**src/rtl/cushion_std_rv32i.sv**
```systemverilog
// Writeback cushion: holds one exec result (or a pending load) for a single
// register-file write and forwards it to register read while it is held.
module cushion_std_rv32i (
  input  logic        CLK,
  input  logic        RST,
  input  logic        FLUSH,
  input  logic        MMU_WAIT,
  input  logic        EXEC_VALID,
  input  logic [4:0]  EXEC_REG_ADDR,
  input  logic [31:0] EXEC_REG_DATA,
  input  logic        EXEC_LOAD,
  input  logic [1:0]  EXEC_LOAD_SIZE,
  input  logic        EXEC_LOAD_SIGNED,
  input  logic [1:0]  EXEC_LOAD_OFFSET,
  input  logic        MEMR_VALID,
  input  logic [31:0] MEMR_DATA,
  output logic [4:0]  WADDR,
  output logic [31:0] WDATA,
  output logic        FWD_CUSHION_EN,
  output logic [4:0]  FWD_CUSHION_ADDR,
  output logic [31:0] FWD_CUSHION_DATA,
  output logic        STALL_REQ
);

  // state    | meaning
  // IDLE     | no entry held
  // READY    | entry valid, written and forwarded this cycle
  // WAIT_MEM | load captured, waiting for the read word
  // DRAIN    | flushed load, swallowing its outstanding read word
  localparam logic [1:0] IDLE     = 2'd0;
  localparam logic [1:0] READY    = 2'd1;
  localparam logic [1:0] WAIT_MEM = 2'd2;
  localparam logic [1:0] DRAIN    = 2'd3;

  logic [1:0]  state;
  logic [4:0]  ent_addr;
  logic [31:0] ent_data;
  logic [1:0]  ent_size;
  logic        ent_signed;
  logic [1:0]  ent_off;

  logic        capture;
  logic [7:0]  byte_sel;
  logic [15:0] half_sel;
  logic [31:0] load_val;

  assign capture = EXEC_VALID && !MMU_WAIT && !STALL_REQ && !FLUSH &&
                   ((state == IDLE) || (state == READY));

  always_comb begin
    byte_sel = MEMR_DATA[8*ent_off +: 8];
    half_sel = ent_off[1] ? MEMR_DATA[31:16] : MEMR_DATA[15:0];
    case (ent_size)
      2'b00:   load_val = {{24{ent_signed & byte_sel[7]}}, byte_sel};
      2'b01:   load_val = {{16{ent_signed & half_sel[15]}}, half_sel};
      default: load_val = MEMR_DATA;
    endcase
  end

  always_ff @(posedge CLK) begin
    if (RST) begin
      state      <= IDLE;
      ent_addr   <= 5'd0;
      ent_data   <= 32'd0;
      ent_size   <= 2'd0;
      ent_signed <= 1'b0;
      ent_off    <= 2'd0;
    end else begin
      case (state)
        IDLE, READY: begin
          if (capture) begin
            ent_addr   <= EXEC_REG_ADDR;
            ent_data   <= EXEC_REG_DATA;
            ent_size   <= EXEC_LOAD_SIZE;
            ent_signed <= EXEC_LOAD_SIGNED;
            ent_off    <= EXEC_LOAD_OFFSET;
            state      <= EXEC_LOAD ? WAIT_MEM : READY;
          end else begin
            state <= IDLE;
          end
        end
        WAIT_MEM: begin
          if (MEMR_VALID) begin
            ent_data <= load_val;
            state    <= FLUSH ? IDLE : READY;
          end else if (FLUSH) begin
            state <= DRAIN;
          end
        end
        default: begin
          if (MEMR_VALID) state <= IDLE;
        end
      endcase
    end
  end

  // Outputs decode only from registered state so STALL_REQ has no input path.
  always_comb begin
    WADDR            = 5'd0;
    WDATA            = 32'd0;
    FWD_CUSHION_EN   = 1'b0;
    FWD_CUSHION_ADDR = 5'd0;
    FWD_CUSHION_DATA = 32'd0;
    STALL_REQ        = 1'b0;
    case (state)
      READY: begin
        WADDR            = ent_addr;
        WDATA            = ent_data;
        FWD_CUSHION_EN   = 1'b1;
        FWD_CUSHION_ADDR = ent_addr;
        FWD_CUSHION_DATA = ent_data;
      end
      WAIT_MEM: begin
        FWD_CUSHION_ADDR = ent_addr;
        STALL_REQ        = 1'b1;
      end
      DRAIN: begin
        STALL_REQ = 1'b1;
      end
      default: ;
    endcase
  end

endmodule

```
**config.mk**
```make
export PLATFORM = sky130hd
export DESIGN_NAME = cushion_std_rv32i
export DESIGN_NICKNAME = d
export VERILOG_FILES = /design/src/rtl/cushion_std_rv32i.sv
export SDC_FILE = /design/constraint.sdc
export NUM_CORES = 1
export LEC_CHECK = 0
export ABC_AREA = 1
export CAP_MARGIN = 15
export CORE_MARGIN = 5
export CORE_UTILIZATION = 44
export CTS_BUF_LIST = sky130_fd_sc_hd__clkbuf_8
export CTS_CLUSTER_DIAMETER = 80
export DETAILED_ROUTE_END_ITERATION = 8
export PLACE_DENSITY = 0.91
export SLEW_MARGIN = 20
export SYNTH_ARGS = -nofsm -noshare
export SYNTH_HDL_FRONTEND = slang
export SYNTH_SLANG_ARGS = --single-unit
export TNS_END_PERCENT = 10
```
**constraint.sdc**
```tcl
create_clock -name CLK -period 2.38 [get_ports CLK]
set_clock_uncertainty 0.15 [all_clocks]
set_input_delay 0.476 -clock CLK [delete_from_list [all_inputs] [get_ports CLK]]
set_output_delay 0.476 -clock CLK [all_outputs]
set_load 0.05 [all_outputs]
```
==> out/results.ini <==
[status]
status = finished, final reports clean

[floorplanning]
ios = 157
die_height_um = 98.83
die_w_um = 98.83
core_area_um2 = 7687
start_util_pct = 45.17
rows = 32
dieArea_um2 = 9767

[critical_path]
startpoint_type = flip-flop
timing.rr.start = state[0]
required_ps = 1750
crit_path_end_kind = output pin
cp_max_fo = 12
slowest_stage = dfxtp_1
worstPathCellList = inv_2 > ha_4 > buf_6 > nand2_1 > clkinvlp_4 > buf_12
critPathBufInv = 4
r2r_cells = 9
cp_top_family = buffers and inverters
worstSetupPathDepth = 6
r2r_slack_ps = 140
cp_slowest_stage_delay_ps = 410
cp_data_arrival_time_ps = 1690
criticalPathCategory = flip-flop to output pin
reg2reg_to = ent_data[0]

[power_and_ir_drop]
power_mw = 1.934
combPwrFrac_pct = 28.3
seqPwrFrac_pct = 42.0
power.leakage_nw = 2.576
pwr-share-clk_pct = 29.7
internal-power_mw = 1.353
ir_drop_mv = 0.2723
power.switching_mw = 0.5808
powerDensity_nw_per_um2 = 330.6
swShare_pct = 30.03

[synthesis]
synthXorXnorAreaFrac_pct = 0
avgSynthCellArea_um2 = 5.787
synth.distinct_cells = 24
ys_seq_area_share_pct = 25.37
synth.most_common_cell = nand2_1
ys_ff_latch = 44
synth_compound_area_share_pct = 16.04
ys.flop_type = dfxtp_1
ys_warn_count = 0
yosys.area_share.simple_pct = 35.35
ys_async_sr_fraction_pct = 0
synth_edf_count = 0
synth_commonest_cells = 170 x nand2_1, 91 x inv_1, 71 x a21oi_1
synth_top_area_share_pct = 25.37
synth_mux_area_share_pct = 0
synth_area_um2 = 3472
synth_top_family_by_area = simple AND/OR/NAND/NOR gates
synth_fa_ha_area_share_pct = 1.441
synth_top_cell_by_area = dfxtp_1
synth_nets = 685
syn-instance-count = 600
synth_area_leaders = dfxtp_1 25%, nand2_1 18%, a21oi_1 10%, inv_1 9.8%, buf_4 7.4%

[drt]
routed_wl_um = 12600
detail-route-antenna-nets = 0
routedWlPerCell_um = 15.46
drt_iter0_markers = 397
dr_total_vias = 4180
via_per_inst = 5.129
dr.pass1.iters = 5
drcViolationCount = 0

[timing]
fin_ws_ps = 66.72
grt_setup_unrepaired = no
tns_ps = 0
final-setup-viol-count = 0
period_minus_slack_ps = 2313
min_period_over_period_pct = 97.20
slew_violations = 0
hold_violations = 0
max_freq_mhz = 432.3
relSlewSlack_pct = 71.64
tightest_slew_ps = 424.7

[worst_hold_path]
hold_path_class = flip-flop to flip-flop
worstHoldEndpoint = ent_addr[4]
whs_path_depth = 2
min_from = ent_addr[4]

[clocking]
cts_num_sinks = 44
clock_latency_ps = 300
hold_buffers = 0
cts-root-buf = clkbuf_8
cts.htree.levels = 2
cts_buffers = 5
cts_buffer_depth = 2
clkTransAtPathRegs_ps = 80
cts_tree = done

[cells_and_area]
diodes = 0
drive_above_1_share_pct = 22.72
area_growth_pct = 68.47
nets = 797

[global_route]
grt-ovfl-total = 0
grt_util_all_layers_pct = 24.23
grt_antenna_before_repair = 0
grt_max_degree = 40
grt_pass1_vias = 4167
grt_pass1_wl_um = 19460

[place]
gp_congestion = 1.002
dp_hpwl_um = 9552
dpl_worst_slack_ps = 102.8
io_buffers = 156

[job]
cap_violations = 0

## sequential cells by signal, summed over array words and instances (netlist names)
name and cells:
ent_signed 1, ent_data 32, ent_size 2, ent_addr 5, state 2, ent_off 2
## power by group through the flow
| stage | combinational (mW) | sequential (mW) | clock [mW] |
|---|---|---|---|
| finish | 0.547 | 0.812 | 0.575 |
| floorplan | 0.301 | 0.819 | 0 |
| CTS | 0.537 | 0.811 | 0.574 |
| detailed placement | 0.528 | 0.827 | 0 |
| global placement | 0.505 | 0.825 | 0 |
| global route | 0.596 | 0.816 | 0.604 |
## logic make-up (layout without fill, tap and decap cells)
| logic type | Yosys count | in the layout |
|---|---|---|
| buffers and inverters | 158 | 271 |
| adder cells (fa/ha/maj) | 4 | 4 |
| AND/OR/NAND/NOR | 287 | 287 |
| AO/OA/AOI/OAI | 107 | 107 |
| flip-flops | 44 | 44 |
## area by class of cell
cell class              instances  area [µm²]
repair buffers                169        2436
multi-input cells             398        1847
fillers                       517        1838
flip-flops and latches         44       880.8
inverters                      94       450.4
well taps                     102       127.6
clock buffers                   5       68.82
clock inverters                 3       38.79
## placed cells by master, fill, tap and decap left out, drive strengths merged
master / count
o22ai: 1
nor2: 60
dfxtp: 44
clkbuf: 5
bufinv: 1
o21a: 1
or2: 24
nand3: 26
a21boi: 7
o21ai: 27
nor3b: 1
clkinv: 1
ha: 4
clkdlybuf4s50: 80
a21oi: 71
clkinvlp: 26
inv: 69
buf: 89
nand2: 176
## metal layers
metal / share of wire, % / up-vias / wire (µm) / global-route usage (%)
met3: 9.2 / 39 / 1154 / 5.874
met4: 3.3 / 0 / 418 / 7.563
met1: 36 / 1877 / 4497 / 26.03
met5: 0 / - / 0 / 0
li1: - / 2008 / - / -
met2: 52 / 256 / 6528 / 46.13
## worst register-to-register path, stage by stage (launching register included)
cell and delay [ps]:
dfxtp_1 440, inv_1 110, ha_1 360, nand2_1 180, o21a_1 220, nand2_4 70, inv_2 320, nor2_1 90
nor2_1 150, nor2_1 50
## metrics by stage
stage | instances | util (%) | instance area [µm²] | hold slack, ps
after CTS | 814 | 75.94 | 5838 | 371.1
after global placement | 805 | 74.28 | 5710 | 336.8
after floorplan | 600 | - | 3587 | 326.4
after global routing | 815 | 76.09 | 5849 | 402.2
final | 815 | 76.09 | 5849 | 370.9
after detailed placement | 805 | 74.28 | 5710 | 354.2
## repair_timing
item	4_1_cts	5_1_grt
pin swaps	0	0
gates resized for setup	2	0
buffers inserted	1	1
setup endpoints to repair	48	20
## worst max-delay path by stage
stage,start,slack [ps],endpoint
global route,state[1],10,FWD_CUSHION_DATA[16]
floorplan,state[1],70,WDATA[10]
finish,state[1],70,FWD_CUSHION_DATA[14]
detailed placement,FLUSH,100,ent_data[1]
CTS,state[1],30,FWD_CUSHION_DATA[31]
global placement,EXEC_VALID,200,ent_data[5]
No activity file was read; power rests on OpenSTA's default activity.
